`config.mk`:
```
export PLATFORM = sky130hd
export DESIGN_NAME = dec_onehot_scan_flat
export DESIGN_NICKNAME = d
export VERILOG_FILES = /design/src/rtl/dec_onehot_scan_pkg.sv /design/src/rtl/dec_onehot_scan_if.sv /design/src/rtl/dec_onehot_scan_dwell_timer.sv /design/src/rtl/dec_onehot_scan.sv /design/src/flat_wrapper.sv
export SDC_FILE = /design/constraint.sdc
export NUM_CORES = 1
export LEC_CHECK = 0
export ABC_CLOCK_PERIOD_IN_PS = 3350
export CAP_MARGIN = 10
export CORE_MARGIN = 2
export CORE_UTILIZATION = 53
export CTS_BUF_LIST = sky130_fd_sc_hd__clkbuf_4
export CTS_CLUSTER_DIAMETER = 200
export CTS_CLUSTER_SIZE = 12
export DETAILED_ROUTE_END_ITERATION = 16
export GPL_ROUTABILITY_DRIVEN = 0
export PLACE_DENSITY_LB_ADDON = 0.1
export RECOVER_POWER = 100
export SKIP_LAST_GASP = 1
export SLEW_MARGIN = 15
export SYNTH_ARGS = -nofsm -noshare
export SYNTH_HDL_FRONTEND = slang
export SYNTH_HIERARCHICAL = 1
export SYNTH_SLANG_ARGS = --single-unit
```
`constraint.sdc`:
```
create_clock -name clk -period 3.35 [get_ports clk]
set_clock_uncertainty 0.15 [all_clocks]
set_input_delay 0.5025 -clock clk [delete_from_list [all_inputs] [get_ports clk]]
set_output_delay 0.5025 -clock clk [all_outputs]
set_load 0.02 [all_outputs]
```
`src/rtl/dec_onehot_scan_pkg.sv`:
```
// Shared constants and helpers for the one-hot decoder / display scanner.
//   MODE_DIRECT / MODE_SCAN : values of the 'mode' input
//   MAX_SEL_W / MAX_OUT_W   : widest legal select / output (SEL_W <= 6)
//   onehot()                : 1 << sel at maximum output width; callers truncate
package dec_pkg;

  localparam logic MODE_DIRECT = 1'b0;
  localparam logic MODE_SCAN   = 1'b1;

  localparam int unsigned MAX_SEL_W = 6;
  localparam int unsigned MAX_OUT_W = 2 ** MAX_SEL_W;

  // One-hot of a select value, sized for the widest configuration.
  function automatic logic [MAX_OUT_W-1:0] onehot(input logic [MAX_SEL_W-1:0] sel);
    return MAX_OUT_W'(1) << sel;
  endfunction

endpackage

```
`src/rtl/dec_onehot_scan_if.sv`:
```
// Control/select bus between the controlling logic and dec_onehot_scan.
//   e, mode, sel, dwell : driven by the controller (master)
//   y, idx, wrap        : driven by the decoder (slave)
interface dec_onehot_scan_if #(
  parameter int unsigned SEL_W   = 2,
  parameter int unsigned DWELL_W = 8
);

  localparam int unsigned OUT_W = 2 ** SEL_W;

  logic               e;
  logic               mode;
  logic [SEL_W-1:0]   sel;
  logic [DWELL_W-1:0] dwell;
  logic [OUT_W-1:0]   y;
  logic [SEL_W-1:0]   idx;
  logic               wrap;

  modport master (
    output e, mode, sel, dwell,
    input  y, idx, wrap
  );

  modport slave (
    input  e, mode, sel, dwell,
    output y, idx, wrap
  );

endinterface

```
`src/rtl/dec_onehot_scan_dwell_timer.sv`:
```
// Dwell counter for auto-scan: counts cycles spent on the current index and
// flags when the scan must step to the next one.
//   clk, rst : clock, synchronous active-high reset
//   e        : enable; low holds the counter
//   mode     : direct mode clears the counter so scan starts fresh
//   dwell    : cycles per step minus one, sampled live
//   step_c   : combinational, high in the cycle the index advances at the edge
module dec_dwell_timer
  import dec_pkg::*;
#(
  parameter int unsigned DWELL_W = 8,
  parameter int unsigned BLANK   = 0
) (
  input  logic               clk,
  input  logic               rst,
  input  logic               e,
  input  logic               mode,
  input  logic [DWELL_W-1:0] dwell,
  output logic               step_c
);

  logic [DWELL_W-1:0] cnt_q, cnt_d;
  logic [DWELL_W-1:0] limit_c;

  // With blanking, every step needs at least one visible cycle after the blank.
  always_comb begin
    limit_c = dwell;
    if ((BLANK != 0) && (dwell == '0)) begin
      limit_c = DWELL_W'(1);
    end
  end

  // >= rather than == so a lowered dwell steps immediately instead of wrapping.
  always_comb begin
    cnt_d  = cnt_q;
    step_c = 1'b0;
    if (e) begin
      if (mode == MODE_DIRECT) begin
        cnt_d = '0;
      end else if (cnt_q >= limit_c) begin
        cnt_d  = '0;
        step_c = 1'b1;
      end else begin
        cnt_d = cnt_q + DWELL_W'(1);
      end
    end
  end

  always_ff @(posedge clk) begin
    if (rst) begin
      cnt_q <= '0;
    end else begin
      cnt_q <= cnt_d;
    end
  end

endmodule

```
`src/rtl/dec_onehot_scan.sv`:
```
// Registered N-to-2^N one-hot decoder with enable and auto-scan mode for
// multiplexed display rows/digits and keypad matrices.
//   clk, rst : clock, synchronous active-high reset
//   bus      : slave side of dec_onehot_scan_if
//              e     - enable (low: y=0, index and dwell count frozen)
//              mode  - 0 direct decode of sel, 1 auto-scan
//              sel   - direct-mode select
//              dwell - scan cycles per index minus one
//              y     - registered one-hot output
//              idx   - registered current index
//              wrap  - one-cycle pulse when the scan returns to index 0
module dec_onehot_scan
  import dec_pkg::*;
#(
  parameter int unsigned SEL_W   = 2,
  parameter int unsigned DWELL_W = 8,
  parameter int unsigned BLANK   = 0
) (
  input  logic                 clk,
  input  logic                 rst,
  dec_onehot_scan_if.slave     bus
);

  localparam int unsigned OUT_W = 2 ** SEL_W;

  logic [OUT_W-1:0] y_q, y_d;
  logic [SEL_W-1:0] idx_q, idx_d;
  logic             wrap_q, wrap_d;
  logic             step_c;
  logic [SEL_W-1:0] idx_nxt_c;

  dec_dwell_timer #(
    .DWELL_W (DWELL_W),
    .BLANK   (BLANK)
  ) u_timer (
    .clk    (clk),
    .rst    (rst),
    .e      (bus.e),
    .mode   (bus.mode),
    .dwell  (bus.dwell),
    .step_c (step_c)
  );

  // OUT_W is a power of two, so the natural SEL_W overflow is the modulo wrap.
  assign idx_nxt_c = idx_q + SEL_W'(1);

  // Next index/output/wrap; disabled cycles keep idx and drive y low.
  always_comb begin
    idx_d  = idx_q;
    y_d    = '0;
    wrap_d = 1'b0;
    if (bus.e) begin
      if (bus.mode == MODE_DIRECT) begin
        idx_d = bus.sel;
        y_d   = OUT_W'(onehot(MAX_SEL_W'(bus.sel)));
      end else if (step_c) begin
        idx_d  = idx_nxt_c;
        wrap_d = (idx_q == SEL_W'(OUT_W - 1));
        // Blanking inserts one dark cycle so two select lines never overlap.
        if (BLANK == 0) begin
          y_d = OUT_W'(onehot(MAX_SEL_W'(idx_nxt_c)));
        end
      end else begin
        y_d = OUT_W'(onehot(MAX_SEL_W'(idx_q)));
      end
    end
  end

  always_ff @(posedge clk) begin
    if (rst) begin
      y_q    <= '0;
      idx_q  <= '0;
      wrap_q <= 1'b0;
    end else begin
      y_q    <= y_d;
      idx_q  <= idx_d;
      wrap_q <= wrap_d;
    end
  end

  assign bus.y    = y_q;
  assign bus.idx  = idx_q;
  assign bus.wrap = wrap_q;

endmodule

```
`src/flat_wrapper.sv`:
```
// flat-port wrapper written by rule: the top's interface ports become plain ports
module dec_onehot_scan_flat import dec_pkg::*;
#(
  parameter int unsigned SEL_W   = 2,
  parameter int unsigned DWELL_W = 8,
  parameter int unsigned BLANK   = 0
)
  (clk, rst, bus_e, bus_mode, bus_sel, bus_dwell, bus_y, bus_idx, bus_wrap);
  dec_onehot_scan_if #(.SEL_W(SEL_W), .DWELL_W(DWELL_W)) bus_i ();
  input  logic clk;
  input  logic rst;
  input wire logic [$bits(bus_i.e)-1:0] bus_e;
  input wire logic [$bits(bus_i.mode)-1:0] bus_mode;
  input wire logic [$bits(bus_i.sel)-1:0] bus_sel;
  input wire logic [$bits(bus_i.dwell)-1:0] bus_dwell;
  output wire logic [$bits(bus_i.y)-1:0] bus_y;
  output wire logic [$bits(bus_i.idx)-1:0] bus_idx;
  output wire logic [$bits(bus_i.wrap)-1:0] bus_wrap;
  assign bus_i.e = bus_e;
  assign bus_i.mode = bus_mode;
  assign bus_i.sel = bus_sel;
  assign bus_i.dwell = bus_dwell;
  assign bus_y = bus_i.y;
  assign bus_idx = bus_i.idx;
  assign bus_wrap = bus_i.wrap;
  dec_onehot_scan #(.SEL_W(SEL_W), .DWELL_W(DWELL_W), .BLANK(BLANK)) u_core (.clk(clk), .rst(rst), .bus(bus_i));
endmodule
```
== Word level (Yosys, flattened, before mapping) ==
Cells that the tools add are included.
Storage, ports and cells
  bits in registers: 15
  input port bits: 14
  output and inout port bits: 7
  word-level logic and storage cells: 27
Operators by class
  add/sub/neg operators: 2
  order comparisons: 1
  equal/unequal tests: 2
  shift operators: 3
  muxes and demuxes: 9
  bitwise gates (word level): 3
  reductions and logical operators: 3
Operators by type and width (count)
  2-to-1 mux 8 bit: 2
  left shift 1 x 2 -> 4 bit, first input constant: 3
  adder 8 x 1 -> 8 bit, second input constant: 1
  >= comparator 8 bit: 1
  2-to-1 mux 4 bit: 2
  2-to-1 mux 2 bit: 2
  OR reduction 4 bit: 1
  2-to-1 mux 1 bit: 3
  NOT 1 bit: 3
  adder 2 x 1 -> 2 bit, second input constant: 1
  equality test 2 bit, second input constant: 1
  != test 2 x 1 -> 1 bit, second input constant: 1
  AND reduction 2 bit: 1
  OR reduction 2 bit: 1

== Logic depth before layout (Yosys ltp) ==
  word-level depth: 6
  depth in mapped cells: 9
  mapped depth without buffers: 9

== Hierarchy ==
Netlist, hierarchy kept.
Modules (own cells, without submodules)
  dec_dwell_timer: instances 1, cells each 88, area each 783.3 sq um
  dec_onehot_scan: instances 1, cells each 32, area each 340.3 sq um

== Worst setup path after synthesis ==
Ideal clock, no wire load.
  path type: input to register
  from: input bus_dwell[2]
  to: register u_core.y_q[1], in the netlist u_core/bus.y[1]
  library setup time: 0.060 ns
  arrival: 2.461 ns
  required time: 3.140 ns
  path slack: 0.679 ns
  stages: 9
  path through: inv_1 -> ha_1 -> or3_1 -> a21oi_2 -> o31ai_1 -> and3_1 -> mux2_4 -> mux2i_4 -> and3_1
On the way
  word-level cells in the longest chain between the ends: 6
RTL lines
  start, declared: line flat_wrapper.sv:15  | input wire logic [$bits(bus_i.dwell)-1:0] bus_dwell;
  >= comparator 8 bit: line dec_onehot_scan_dwell_timer.sv:40  | end else if (cnt_q >= limit_c) begin
  2-to-1 mux 1 bit: line dec_onehot_scan_dwell_timer.sv:40
  2-to-1 mux 1 bit: line dec_onehot_scan_dwell_timer.sv:38  | if (mode == MODE_DIRECT) begin
  2-to-1 mux 1 bit: line dec_onehot_scan_dwell_timer.sv:37  | if (e) begin
  via u_core.step_c: line dec_onehot_scan.sv:29  | logic step_c;
  2-to-1 mux 4 bit: line dec_onehot_scan.sv:56  | end else if (step_c) begin
  2-to-1 mux 4 bit: line dec_onehot_scan.sv:53  | if (bus.mode == MODE_DIRECT) begin
  end signal, assigned: line dec_onehot_scan.sv:75  | y_q <= y_d;
  end, declared: line dec_onehot_scan.sv:26  | logic [OUT_W-1:0] y_q, y_d;
The timed path passes the listed nets, and every way through them passes these cells.
A chain may end at the register's enable or synchronous reset.

== Final worst setup path ==
  from: input bus_dwell[1]
  to: register u_core.y_q[1], in the netlist u_core/bus.y[1]
The elaborated chain is that of the path after synthesis.

==> flow_summary_export.csv <==
group,metric,value,unit
cts,clk_pin_slew,90,ps
yosys,syn_avg_cell_area,9.36,µm²
hold_path,worstHoldPathCells,2,
yosys,synth_seq_cells,15,
drt,drt_iter0_drc,19,
timing,hold_ws,378,ps
worst_setup_path,ff2ff_path_depth,5,
global_routing,grt_usage,0.214,
status,status,"completed",
yosys,syn_nets,144,
power_and_ir_drop,power,0.383,mW
power_and_ir_drop,p_per_area,278,nW/µm²
drt,wl_per_cell,14.0,µm
yosys,syn_area,1120,µm²
global_routing,antenna_found_initial,0,
placed_design,hpwl,1790,µm
timing,rsz0062_at_grt,"no",
floorplanning,die_w,50.0,µm
global_routing,grt_max_degree,21,
floorplanning,core-area,1980,µm²
worst_setup_path,start_kind,"input port",
drt,via_count,1022,
global_routing,gr-total-overflow,0,
floorplanning,die_h,50.0,µm
floorplanning,rows,16,
cts,clock_latency,290,ps
floorplanning,initial_core_util,0.567,
cts,post_cts_resized,0,
timing,fmax,0.344,GHz
worst_setup_path,cp_top_family,"simple AND/OR/NAND/NOR gates",
floorplanning,dieArea,2500,µm²
worst_setup_path,slowest_delay,520,ps
timing,finalSetupViolCount,0,
cts,cts_hold_buffers,0,
yosys,synthFlopType,"dfxtp_1",
yosys,ys_seq_area_frac,0.267,
timing,worst_slew_pin_slew,1170,ps
worst_setup_path,cp_max_fo,5,
yosys,synth-edff-count,0,
global_routing,grt_pass1_wl,4070,µm
placed_design,io_buffers,20,
yosys,yosys.cell_types.count,42,
floorplanning,num_io_pins,21,
hold_path,hp-class,"flip-flop to flip-flop",
worst_setup_path,critical_path_class,"input port to flip-flop",
worst_setup_path,cpMaxStageDelayCell,"dlygate4sd3_1",
yosys,synth_async_sr_flop_share,0,
worst_setup_path,worstPathRequired,3430,ps
cells_and_area,drive_gt1_frac,0.123,
timing,hold_viol,0,
yosys,ys_warn_count,6,
drt,detail-route-antenna-nets,0,
timing,finalCritPeriodShare,0.867,
cells_and_area,final_util,0.694,
drt,first_pass_iters,4,
worst_setup_path,crit_top_cell,"and3_1",
worst_setup_path,crit_arrival,2990,ps
cts,clockBufferDepth,2,
job,max_cap_viol_count,0,
power_and_ir_drop,p_leak,0.548,nW
yosys,synth_cells,120,
worst_setup_path,worst-path-stages,10,
cts,cts_setup_buffers,0,
timing,fin_tns_setup,0,ps
timing,slew_violations,0,
worst_setup_path,end_kind,"flip-flop",
cts,cts_root_buf,"clkbuf_4",
cells_and_area,finalNetCount,171,
cts,cts_buffers,3,
cells_and_area,syn_to_final_growth,22.5,%
power_and_ir_drop,ir_drop,0.178,mV
cts,cts_max_level,1,
cts,cts_tree,"done",
worst_setup_path,path_cells,"dlygate4sd3_1 > inv_1 > ha_1 > or4_4 > a21oi_1 > o31ai_1 > and3_1 > mux2_1 > mux2i_4 > and3_1",
timing,min_period,2900,ps
worst_setup_path,crit_buf_inv,2,
timing,maxSlewHeadroom,0.217,
drt,drc_errors,0,
cts,numClockSinks,15,
drt,viasPerCell,5.91,
cells_and_area,diodes,0,
global_routing,grt_pass1_vias,966,
drt,routed_wl,2430,µm
## synth_stat cells, drive strengths merged, types with 2 or more instances
library cell	instances	area share
nor2b	3	0.017
dfxtp	15	0.27
nor4b	4	0.037
nand2	4	0.013
o221ai	6	0.052
and3	2	0.011
a21oi	7	0.045
nand3	5	0.022
or3	2	0.011
a31oi	2	0.011
ha	10	0.11
o31ai	2	0.026
nor4	3	0.017
o311ai	9	0.070
nor2	2	0.0067
nand3b	2	0.013
inv	11	0.037
clkbuf	2	0.0067
o211ai	2	0.013
a211oi	2	0.025
nand2b	11	0.061
## registers in the layout (all words and copies together) (netlist names)
signal	cells
u_core/u_timer/cnt_q	8
u_core/bus.y	4
u_core/bus.idx	2
u_core/bus.wrap	1
## per-stage QoR
stage	setup slack, ps	instances	instance area, µm²
finish	445	173	1380
global route	296	173	1380
CTS	603	173	1410
detailed placement	292	169	1380
global placement	334	169	1380
floorplan	679	120	1120
## worst paths after layout
kind,startpoint,to,slack (ps)
worst min register to register,u_core/u_timer/cnt_q[1],u_core/u_timer/cnt_q[1],380
worst max register to register,u_core/u_timer/cnt_q[6],u_core/u_timer/cnt_q[5],750
worst max-delay path,bus_dwell[1],u_core/bus.y[1],450
worst min-delay path,u_core/u_timer/cnt_q[1],u_core/u_timer/cnt_q[1],380
## layout by cell type (no fill, tap or decap), types with 4 or more instances in the layout
master           instances
dfxtp_1                 15
nand2b_1                11
o221ai_1                 5
o311ai_0                 8
dlygate4sd3_1            8
buf_4                    5
clkdlybuf4s50_1         12
nand3_1                  5
clkbuf_4                 4
a21oi_1                  6
nor4b_1                  4
nand2_1                  4
ha_1                    10
inv_1                   11
## power by group
group	internal [mW]	leakage [nW]	total, mW	switching [mW]
Clock	0.0544	0.0184	0.114	0.0600
Combinational	0.0410	0.408	0.0826	0.0416
Sequential	0.182	0.122	0.186	0.00315
## cell families (layout without fill, tap and decap cells)
logic type / after synthesis / count (layout) / share of synthesized area
xor gates and xnor gates: 1 / 1 / 0.00780
muxes: 2 / 2 / 0.0334
adders and majority gates: 10 / 10 / 0.111
DFF: 15 / 15 / 0.267
buffers and inverters: 14 / 40 / 0.0501
AOI/OAI and AO/OA: 34 / 34 / 0.269
and+or+nand+nor: 44 / 44 / 0.261
## layer usage
metal | up-vias | routed length [µm] | GRT usage
li1 | 521 | - | -
met1 | 480 | 1090 | 0.238
met2 | 17 | 1250 | 0.397
met3 | 4 | 62 | 0.0273
met4 | 0 | 28 | 0.0972
met5 | - | 0 | 0
## tightest hold or removal path, delay by kind of cell, from the launching register on
family           cells  cell delay (ps)
AO/OA/AOI/OAI        1               60
AND/OR/NAND/NOR      1               80
flip-flops           1              350
## final cells by class
| cell class | instances | area, µm² |
|---|---|---|
| Clock buffer | 4 | 30.0 |
| Tap cell | 27 | 33.8 |
| Fill cell | 169 | 606 |
| Sequential cell | 15 | 300 |
| Inverter | 11 | 41.3 |
| Timing Repair Buffer | 25 | 238 |
| Multi-Input combinational cell | 91 | 733 |
(Power assumes the default switching activity.)
